<file path="config.mk">
export PLATFORM = sky130hd
export DESIGN_NAME = adc_mixer_flat
export DESIGN_NICKNAME = d
export VERILOG_FILES = /design/src/rtl/adc_mixer_if.sv /design/src/rtl/adc_mixer.sv /design/src/flat_wrapper.sv
export SDC_FILE = /design/constraint.sdc
export NUM_CORES = 1
export LEC_CHECK = 0
export CAP_MARGIN = 10
export CORE_UTILIZATION = 45
export DETAILED_ROUTE_END_ITERATION = 10
export PLACE_DENSITY_LB_ADDON = 0.08
export SETUP_SLACK_MARGIN = 0.02
export SLEW_MARGIN = 20
export SYNTH_ARGS = -nofsm -noshare
export SYNTH_HDL_FRONTEND = slang
export SYNTH_SLANG_ARGS = --single-unit
export TNS_END_PERCENT = 1
</file>
<file path="constraint.sdc">
create_clock -name clock -period 9.6 [get_ports clock]
set_input_delay 1.92 -clock clock [delete_from_list [all_inputs] [get_ports clock]]
set_output_delay 1.92 -clock clock [all_outputs]
set_load 0.005 [all_outputs]
</file>
<file path="src/rtl/adc_mixer_if.sv">
// Port bundle for adc_mixer: setting bus, sample input and mix output.
// The master drives the settings and samples; the slave is the mixer itself.
interface adc_mixer_if #(
    parameter int NCH   = 4,
    parameter int IN_W  = 12,
    parameter int OUT_W = 16
);
    logic [6:0]          serial_addr;
    logic [31:0]         serial_data;
    logic                serial_strobe;
    logic [NCH*IN_W-1:0] in_data;
    logic                in_strobe;
    logic                ready;
    logic [OUT_W-1:0]    sum;
    logic                out_strobe;
    logic                overrun;

    modport master (
        output serial_addr, serial_data, serial_strobe, in_data, in_strobe,
        input  ready, sum, out_strobe, overrun
    );

    modport slave (
        input  serial_addr, serial_data, serial_strobe, in_data, in_strobe,
        output ready, sum, out_strobe, overrun
    );
endinterface

</file>
<file path="src/rtl/adc_mixer.sv">
// N-channel ADC mixer: each signed sample is scaled by its own signed gain,
// the products are summed at full precision and the result is saturated.
// A single multiplier is shared across channels, one channel per cycle.
//
// state  | meaning
// -------+---------------------------------------------------------------
// S_IDLE | waiting for a sample; ready=1
// S_ACC  | one multiply-accumulate per cycle, channel 0..NCH-1; ready=0
// S_DONE | publish saturated result next edge; a new sample may be accepted
module adc_mixer #(
    parameter int         NCH       = 4,
    parameter int         IN_W      = 12,
    parameter int         OUT_W     = 16,
    parameter int         K_W       = 16,
    parameter logic [6:0] BASE_ADDR = 7'd64
) (
    input  logic       clock,
    input  logic       reset,
    adc_mixer_if.slave bus
);
    localparam int CH_W   = $clog2(NCH);
    localparam int PROD_W = IN_W + K_W;
    localparam int ACC_W  = PROD_W + $clog2(NCH);
    localparam int SH     = K_W - 2 - (OUT_W - IN_W);

    localparam logic signed [ACC_W-1:0] SAT_MAX = {{(ACC_W-OUT_W+1){1'b0}}, {(OUT_W-1){1'b1}}};
    localparam logic signed [ACC_W-1:0] SAT_MIN = {{(ACC_W-OUT_W+1){1'b1}}, {(OUT_W-1){1'b0}}};
    localparam logic [CH_W-1:0]         CH_LAST = CH_W'(NCH - 1);

    typedef enum logic [1:0] {S_IDLE, S_ACC, S_DONE} state_t;

    state_t                   r_state;
    logic                     r_ready;
    logic [CH_W-1:0]          r_ch;
    logic signed [ACC_W-1:0]  r_acc;
    logic signed [IN_W-1:0]   r_samp   [NCH];
    logic signed [K_W-1:0]    r_active [NCH];
    logic signed [K_W-1:0]    r_shadow [NCH];
    logic [OUT_W-1:0]         r_sum;
    logic                     r_out_strobe;
    logic                     r_overrun;

    logic                     w_accept;
    logic                     w_drop;
    logic                     w_clear;
    logic signed [IN_W-1:0]   w_mul_a;
    logic signed [K_W-1:0]    w_mul_b;
    logic signed [PROD_W-1:0] w_prod;
    logic signed [ACC_W-1:0]  w_prod_ext;
    logic signed [ACC_W-1:0]  w_shift;
    logic [OUT_W-1:0]         w_sat;
    logic                     w_unused_data;

    // Only ACC is busy; a strobe there is lost and flagged instead of queued.
    assign w_accept = bus.in_strobe && (r_state != S_ACC);
    assign w_drop   = bus.in_strobe && (r_state == S_ACC);
    assign w_clear  = bus.serial_strobe && (bus.serial_addr == BASE_ADDR + 7'(NCH));

    assign w_mul_a    = r_samp[r_ch];
    assign w_mul_b    = r_active[r_ch];
    assign w_prod     = w_mul_a * w_mul_b;
    assign w_prod_ext = {{(ACC_W-PROD_W){w_prod[PROD_W-1]}}, w_prod};
    assign w_shift    = r_acc >>> SH;

    // Upper setting-bus bits beyond the gain width carry no meaning here.
    assign w_unused_data = ^{1'b0, bus.serial_data};

    // Clamp the scaled accumulator into the signed output range.
    always_comb begin
        w_sat = w_shift[OUT_W-1:0];
        if (w_shift > SAT_MAX) begin
            w_sat = {1'b0, {(OUT_W-1){1'b1}}};
        end else if (w_shift < SAT_MIN) begin
            w_sat = {1'b1, {(OUT_W-1){1'b0}}};
        end
    end

    // Sequencer: sample/gain capture, shared MAC, and result publication.
    always_ff @(posedge clock or negedge reset) begin
        if (!reset) begin
            r_state      <= S_IDLE;
            r_ready      <= 1'b1;
            r_ch         <= '0;
            r_acc        <= '0;
            r_sum        <= '0;
            r_out_strobe <= 1'b0;
            for (int i = 0; i < NCH; i++) begin
                r_samp[i]   <= '0;
                r_active[i] <= '0;
            end
        end else begin
            r_out_strobe <= 1'b0;
            // Gains are snapshotted with the samples so a mid-sample write
            // cannot mix old and new coefficients within one result.
            if (w_accept) begin
                for (int i = 0; i < NCH; i++) begin
                    r_samp[i]   <= bus.in_data[i*IN_W +: IN_W];
                    r_active[i] <= r_shadow[i];
                end
                r_acc <= '0;
                r_ch  <= '0;
            end
            case (r_state)
                S_IDLE: begin
                    if (bus.in_strobe) begin
                        r_state <= S_ACC;
                        r_ready <= 1'b0;
                    end
                end
                S_ACC: begin
                    r_acc <= r_acc + w_prod_ext;
                    if (r_ch == CH_LAST) begin
                        r_state <= S_DONE;
                        r_ready <= 1'b1;
                    end else begin
                        r_ch <= r_ch + 1'b1;
                    end
                end
                S_DONE: begin
                    r_sum        <= w_sat;
                    r_out_strobe <= 1'b1;
                    if (bus.in_strobe) begin
                        r_state <= S_ACC;
                        r_ready <= 1'b0;
                    end else begin
                        r_state <= S_IDLE;
                        r_ready <= 1'b1;
                    end
                end
                default: begin
                    r_state <= S_IDLE;
                    r_ready <= 1'b1;
                end
            endcase
        end
    end

    // Shadow gain registers written from the setting bus.
    always_ff @(posedge clock or negedge reset) begin
        if (!reset) begin
            for (int i = 0; i < NCH; i++) begin
                r_shadow[i] <= '0;
            end
        end else if (bus.serial_strobe) begin
            for (int i = 0; i < NCH; i++) begin
                if (bus.serial_addr == BASE_ADDR + 7'(i)) begin
                    r_shadow[i] <= bus.serial_data[K_W-1:0];
                end
            end
        end
    end

    // Sticky overrun; a new drop wins over a simultaneous clear.
    always_ff @(posedge clock or negedge reset) begin
        if (!reset) begin
            r_overrun <= 1'b0;
        end else if (w_drop) begin
            r_overrun <= 1'b1;
        end else if (w_clear) begin
            r_overrun <= 1'b0;
        end
    end

    assign bus.ready      = r_ready;
    assign bus.sum        = r_sum;
    assign bus.out_strobe = r_out_strobe;
    assign bus.overrun    = r_overrun;
endmodule
</file>
<file path="src/flat_wrapper.sv">
// flat-port wrapper written by rule: the top's interface ports become plain ports
module adc_mixer_flat 
#(
    parameter int         NCH       = 4,
    parameter int         IN_W      = 12,
    parameter int         OUT_W     = 16,
    parameter int         K_W       = 16,
    parameter logic [6:0] BASE_ADDR = 7'd64
)
  (clock, reset, bus_serial_addr, bus_serial_data, bus_serial_strobe, bus_in_data, bus_in_strobe, bus_ready, bus_sum, bus_out_strobe, bus_overrun);
  adc_mixer_if #(.NCH(NCH), .IN_W(IN_W), .OUT_W(OUT_W)) bus_i ();
  input  logic clock;
  input  logic reset;
  input wire logic [$bits(bus_i.serial_addr)-1:0] bus_serial_addr;
  input wire logic [$bits(bus_i.serial_data)-1:0] bus_serial_data;
  input wire logic [$bits(bus_i.serial_strobe)-1:0] bus_serial_strobe;
  input wire logic [$bits(bus_i.in_data)-1:0] bus_in_data;
  input wire logic [$bits(bus_i.in_strobe)-1:0] bus_in_strobe;
  output wire logic [$bits(bus_i.ready)-1:0] bus_ready;
  output wire logic [$bits(bus_i.sum)-1:0] bus_sum;
  output wire logic [$bits(bus_i.out_strobe)-1:0] bus_out_strobe;
  output wire logic [$bits(bus_i.overrun)-1:0] bus_overrun;
  assign bus_i.serial_addr = bus_serial_addr;
  assign bus_i.serial_data = bus_serial_data;
  assign bus_i.serial_strobe = bus_serial_strobe;
  assign bus_i.in_data = bus_in_data;
  assign bus_i.in_strobe = bus_in_strobe;
  assign bus_ready = bus_i.ready;
  assign bus_sum = bus_i.sum;
  assign bus_out_strobe = bus_i.out_strobe;
  assign bus_overrun = bus_i.overrun;
  adc_mixer #(.NCH(NCH), .IN_W(IN_W), .OUT_W(OUT_W), .K_W(K_W), .BASE_ADDR(BASE_ADDR)) u_core (.clock(clock), .reset(reset), .bus(bus_i));
endmodule
</file>
==> flow_metrics.tcl <==
set metrics [dict create \
    vias 11400 \
    cts_buffers 26 \
    syn_area_um2 17400 \
    setup.worst_path.class "reg -> reg" \
    critPathLaunchType "register" \
    synth-seq-cells 229 \
    tightest_slew_ns 1.15 \
    skew_ns 0.0124 \
    tritoncts "built" \
    drt_wl_total_mm 40.1 \
    drtPass1Iterations 5 \
    antenna_left 0 \
    cap_violations 0 \
    ys_async_sr_fraction 1.00 \
    worstReg2RegStart "u_core.r_ch[1]$_DFF_PN0_" \
    hold_path.class "reg -> reg" \
    hold_slack_ns 0.462 \
    port_buffers 93 \
    crit_fanout 28 \
    cts_sinks 229 \
    synth_compound_area_frac 0.0586 \
    route.detailed.drc 0 \
    synthMuxAreaShare 0.150 \
    insertion_delay_ns 0.57 \
    drtIter0Drc 551 \
    min_to "u_core.bus.sum[13]$_DFFE_PN0P_" \
    synth_simple_gate_area_frac 0.0851 \
    syn_inst 1564 \
    multiInputGateArea_um2 10600 \
    period_share 0.824 \
    regArea_um2 5730 \
    ys_seq_area_frac 0.329 \
    cts_hold_buf 0 \
    antenna_found_initial 0 \
    grt_first_pass_wirelength_mm 65.2 \
    critPathRequiredTime_ns 10.04 \
    slew_violations 0 \
    gp_congestion 0.886 \
    min_from "u_core.bus.sum[13]$_DFFE_PN0P_" \
    synth_edf_count 0 \
    ys_types 59 \
    max_freq_mhz 126 \
    cts_setup_buffers 0 \
    synthAdderAreaFrac 0.303 \
    finalSetupViolations 0 \
    critPathArrivalTime_ns 8.35 \
    nNetsFinal 2032 \
    r2r-end "u_core.r_acc[29]$_DFFE_PN0P_" \
    area_growth_pct 13.4 \
    clockRootBuffer "clkbuf_16" \
    wl_per_cell_um 18.4 \
    hold_viol 0 \
    run_status "finished, final reports clean" \
    cts_resized 0 \
    initial_core_util 0.460 \
    grt.overflow.total 0 \
    path_clk_slew_ns 0.06 \
    die_w_um 199 \
    reg2reg_depth 20 \
    r2r_setup_slack_ns 1.69 \
    setup_tns_ns 0 \
    cts_buffer_depth 3 \
    relSlewSlack 0.224 \
    htree_levels 1 \
    num_antenna_cells 0 \
    ys_warn_count 0 \
    ys.flop_type "dfrtp_1" \
    final_cell_count_no_fill 2175 \
    vias_per_cell 5.22 \
    grt_pass1_vias 11900 \
    die_h_um 199 \
    nFillCells 3472 \
    dieArea_um2 39600 \
    io_pins 110 \
    rows 71 \
    core_um2 37900 \
    hold_depth 2 \
    synth_fp_nets 1949 \
    post-place-cells 2130 \
    syn_avg_cell_area_um2 11.2 \
    synth_xor_area_frac 0.0115 \
    final.min_clock_period_ns 7.91 \
    grt_start_max_net_pins 145 \
    drive_above_1_share 0.166 \
    endpoint_kind "register" \
    dp_hpwl_mm 30.6 \
    rsz0062_at_grt "no" \
    synth_top_family_by_area "adder cells" \
    grt_usage 0.215 \
]
-- layout by cell type, fill, tap and decap left out, drive strengths merged, types with 9 or more instances in the layout --
master | Yosys | layout
a21oi | 25 | 25
and2 | 18 | 18
mux4 | 9 | 9
o21a | 18 | 18
nor2 | 106 | 106
or3 | 16 | 16
xnor2 | 17 | 17
a21o | 11 | 11
inv | 228 | 229
fa | 215 | 215
clkbuf | 41 | 39
mux2i | 19 | 19
nand2 | 168 | 168
clkdlybuf4s50 | 0 | 92
mux2 | 197 | 197
nand3 | 9 | 9
buf | 18 | 22
dfrtp | 228 | 228
ha | 79 | 79
o31ai | 11 | 11
o21ai | 66 | 66
-- cell usage after synthesis (6+ instances only) --
cell type | number | area share
mux4_2 | 9 | 0.012
ha_1 | 79 | 0.057
buf_2 | 15 | 0.0043
nor2_1 | 106 | 0.023
or3_1 | 16 | 0.0057
o21a_1 | 18 | 0.0077
nand3_1 | 9 | 0.0026
inv_1 | 228 | 0.049
dfrtp_1 | 228 | 0.33
o21ai_1 | 12 | 0.0034
and2_1 | 18 | 0.0065
o31ai_1 | 11 | 0.0047
fa_1 | 215 | 0.25
o21ai_0 | 53 | 0.015
a21oi_1 | 23 | 0.0066
a21o_1 | 11 | 0.0047
xnor2_1 | 17 | 0.0085
clkbuf_1 | 41 | 0.0088
mux2_2 | 197 | 0.13
mux2i_1 | 19 | 0.011
nand2_1 | 168 | 0.036
xor2_1 | 6 | 0.0030
-- per-stage QoR --
step	area [um2]	utilization	setup slack, ns
after global routing	19800	0.522	1.32
after global placement	19000	0.500	1.82
after detailed placement	19000	0.500	1.82
final	19800	0.522	1.69
after floorplan	17400	-	3.01
after CTS	19800	0.522	1.78
-- registers in the layout, summed over array words and instances, names as in the netlist --
signal and flops:
u_core.bus.out_strobe 1, u_core.bus.overrun 1, u_core.r_state 2, u_core.r_shadow 64, u_core.r_samp 48, u_core.bus.ready 1, u_core.bus.sum 16, u_core.r_acc 30
u_core.r_active 64, u_core.r_ch 2
-- worst max-delay path, cell delays in order, from the launching register on --
cell and delay (ns):
dfrtp_2 0.89, buf_4 0.37, mux2_2 0.39, o21ai_0 0.89
nor2_1 0.15, fa_1 0.60, inv_1 0.05, fa_1 0.47
inv_1 0.05, fa_1 0.48, fa_1 0.57, fa_1 0.46
ha_1 0.30, ha_1 0.36, a21oi_2 0.22, o21ai_1 0.11
a221oi_2 0.29, o21ai_2 0.16, a311o_1 0.46, and4_1 0.21
a211o_1 0.27
-- logic make-up after synthesis --
| family | after synthesis |
|---|---|
| and+or+nand+nor | 347 |
| adders and majority gates | 294 |
| buffers and inverters | 287 |
| DFF | 229 |
| muxes | 225 |
| AOI/OAI and AO/OA | 159 |
| xor gates and xnor gates | 23 |
-- metal layers --
metal  vias up  GRT usage  part of all wire  routed length, um
met5         -          0                 0                  0
met1      5838      0.315              0.47              18800
met4         0     0.0530             0.023                922
li1       5233          -                 -                  -
met3        60     0.0263             0.043               1740
met2       229      0.339              0.46              18600
-- cell type report --
cell class,instances,area share
inverter,228,0.0432
sequential,229,0.290
timing repair buffer,114,0.0565
clock inverter,6,0.00442
clock buffer,39,0.0363
tap,511,0.0323
multi-input combinational,1048,0.537
-- worst max path at each step --
stage | start | end | slack [ns] | cells past startpoint
4_1_cts | u_core.r_ch[1]$_DFF_PN0_ | u_core.r_acc[27]$_DFFE_PN0P_ | 1.78 | 20
6_report | u_core.r_ch[1]$_DFF_PN0_ | u_core.r_acc[29]$_DFFE_PN0P_ | 1.69 | 20
2_1_floorplan | u_core.r_ch[0]$_DFF_PN0_ | u_core.r_acc[29]$_DFFE_PN0P_ | 3.01 | 24
3_5_place_dp | u_core.r_ch[1]$_DFF_PN0_ | u_core.r_acc[27]$_DFFE_PN0P_ | 1.82 | 20
5_1_grt | u_core.r_ch[1]$_DFF_PN0_ | u_core.r_acc[28]$_DFFE_PN0P_ | 1.32 | 20
3_3_place_gp | u_core.r_ch[1]$_DFF_PN0_ | u_core.r_acc[28]$_DFFE_PN0P_ | 1.82 | 20
Power is not shown: default switching activity piles up to over one toggle a cycle in this logic, so the estimate is an artifact.
==> RTL change, RTL diff (same flow settings) <==
The 3 states of `state_t` get a one-hot encoding in 3 bits.
--- a/src/rtl/adc_mixer.sv
+++ b/src/rtl/adc_mixer.sv
@@ -28,5 +28,5 @@
     localparam logic [CH_W-1:0]         CH_LAST = CH_W'(NCH - 1);
 
-    typedef enum logic [1:0] {S_IDLE, S_ACC, S_DONE} state_t;
+    typedef enum logic [2:0] {S_IDLE = 3'b001, S_ACC = 3'b010, S_DONE = 3'b100} state_t;
 
     state_t                   r_state;
Check against the original RTL: no difference found for any inputs over 4 cycles, from zero or initial values and one cycle with reset low; so few cycles prove little.
==> RTL change against the unedited design <==
- core utilization about the same
- critical path type unchanged
- setup slack worse by 0.011 ns
- highest routed layer unchanged
- critical endpoint is now u_core.r_acc[22]
- critical path depth rose by 1
- global-route usage down 0.62 points
- area after synthesis about the same
- wire length down 3.4%
- design area barely moved
- count of clock-buffer cells in the layout down 2
- sequential cell count is 1 higher
Power is left out: the tool's default activity adds up to more than one toggle a clock period on the data nets, which glitch-free logic cannot reach.
==> RTL change: results (changes against the unedited design) <==
outcome=finished clean; worst hold path depth=2 (unchanged); initial DRC count=587 (+6.5%); CTS H-Tree Depth=1 (unchanged); r2r setup slk=1.68 ns; min-delay src=u_core.bus.sum[10]; post-synthesis xor/xnor area fraction=1.51% (+0.35 points); top cells by count, synth=inv_1 (235), dfrtp_1 (228), fa_1 (215); worst reg2reg path startpoint=u_core.r_ch[0]; Clock Skew=0.0275 ns (+0.0150 ns); Slew HR=29.0% (+6.6 points); hold endpoint=u_core.bus.sum[10]; Setup Fix Bufs, Post-CTS=0 (unchanged); Async SR Flop Fraction=100% (unchanged); number of fill cells=3,434 (-1.1%); clk_lat worst skew=0.57 ns (about the same); vias in the first global route=11,900 (-0.042%); Num CTS Buffers=27 (+3.8%); Routed wire per std cell=18.0 um (-2.2%); YS warnings=0 (unchanged); crit-path max cell delay=0.96 ns (+0.07 ns); sequential area share after synthesis=33.0% (+0.17 points); syn_nets=1,923 (-1.3%); critical path's top delay family=adder cells; Netlist cell types=58 (-1.7%); post-DP HPWL=28,900 um (-5.5%); Area contributors post-synth=dfrtp_1 (33%), fa_1 (25%), mux2_2 (12%); gpl congestion=0.844 (-4.7%); vias per cell=5.20 (-0.43%); Post-Synth Adder-Cell Area=30.4% (about the same); layout cells sized above 1=17.1% (+0.47 points); mux share of post-synthesis cell area=15.1% (+0.15 points); first-pass GRT wire length=63,700 um (-2.3%); Setup Viol. Count Final=0 (unchanged); Nets=2,002 (-1.5%); Reg2Reg Depth=21 (+5.0%); clk slew on worst S/H paths=0.06 ns (about the same); r2r endpoint=u_core.r_acc[22]; gr usage total=20.9% (-0.62 points); CP Max Fanout=27 (-3.6%); largest net degree at the start of global routing=174 (+20%); post-synthesis compound-gate area fraction=4.64% (-1.2 points)
-- RTL change: cell type report --
type | count | share of cell area, %
Multi-Input combinational cell | 1015 | 53.2
Clock inverter | 11 | 0.784
Inverter | 236 | 4.47
Tap cell | 511 | 3.23
Timing Repair Buffer | 107 | 5.32
Sequential cell | 230 | 29.1
Clock buffer | 37 | 3.85
-- RTL change: per-layer routing --
layer | part of all wire (%) | track usage (%)
met1 | 44 | 28.9
met2 | 50 | 34.7
met3 | 4.2 | 2.80
met4 | 1.9 | 5.07
met5 | 0 | 0
-- RTL change: per-stage QoR --
step                      util [%]  area [um2]  worst slack (ns)  hold slack (ns)  instances
after floorplan                  -       17400              3.02            0.454       1538
after global placement        49.8       18900              1.75            0.450       2099
after detailed placement      49.8       18900              1.69            0.456       2099
after CTS                     52.2       19800              1.66            0.470       2147
after global routing          52.2       19800              1.12            0.492       2147
final                         52.2       19800              1.68            0.464       2147
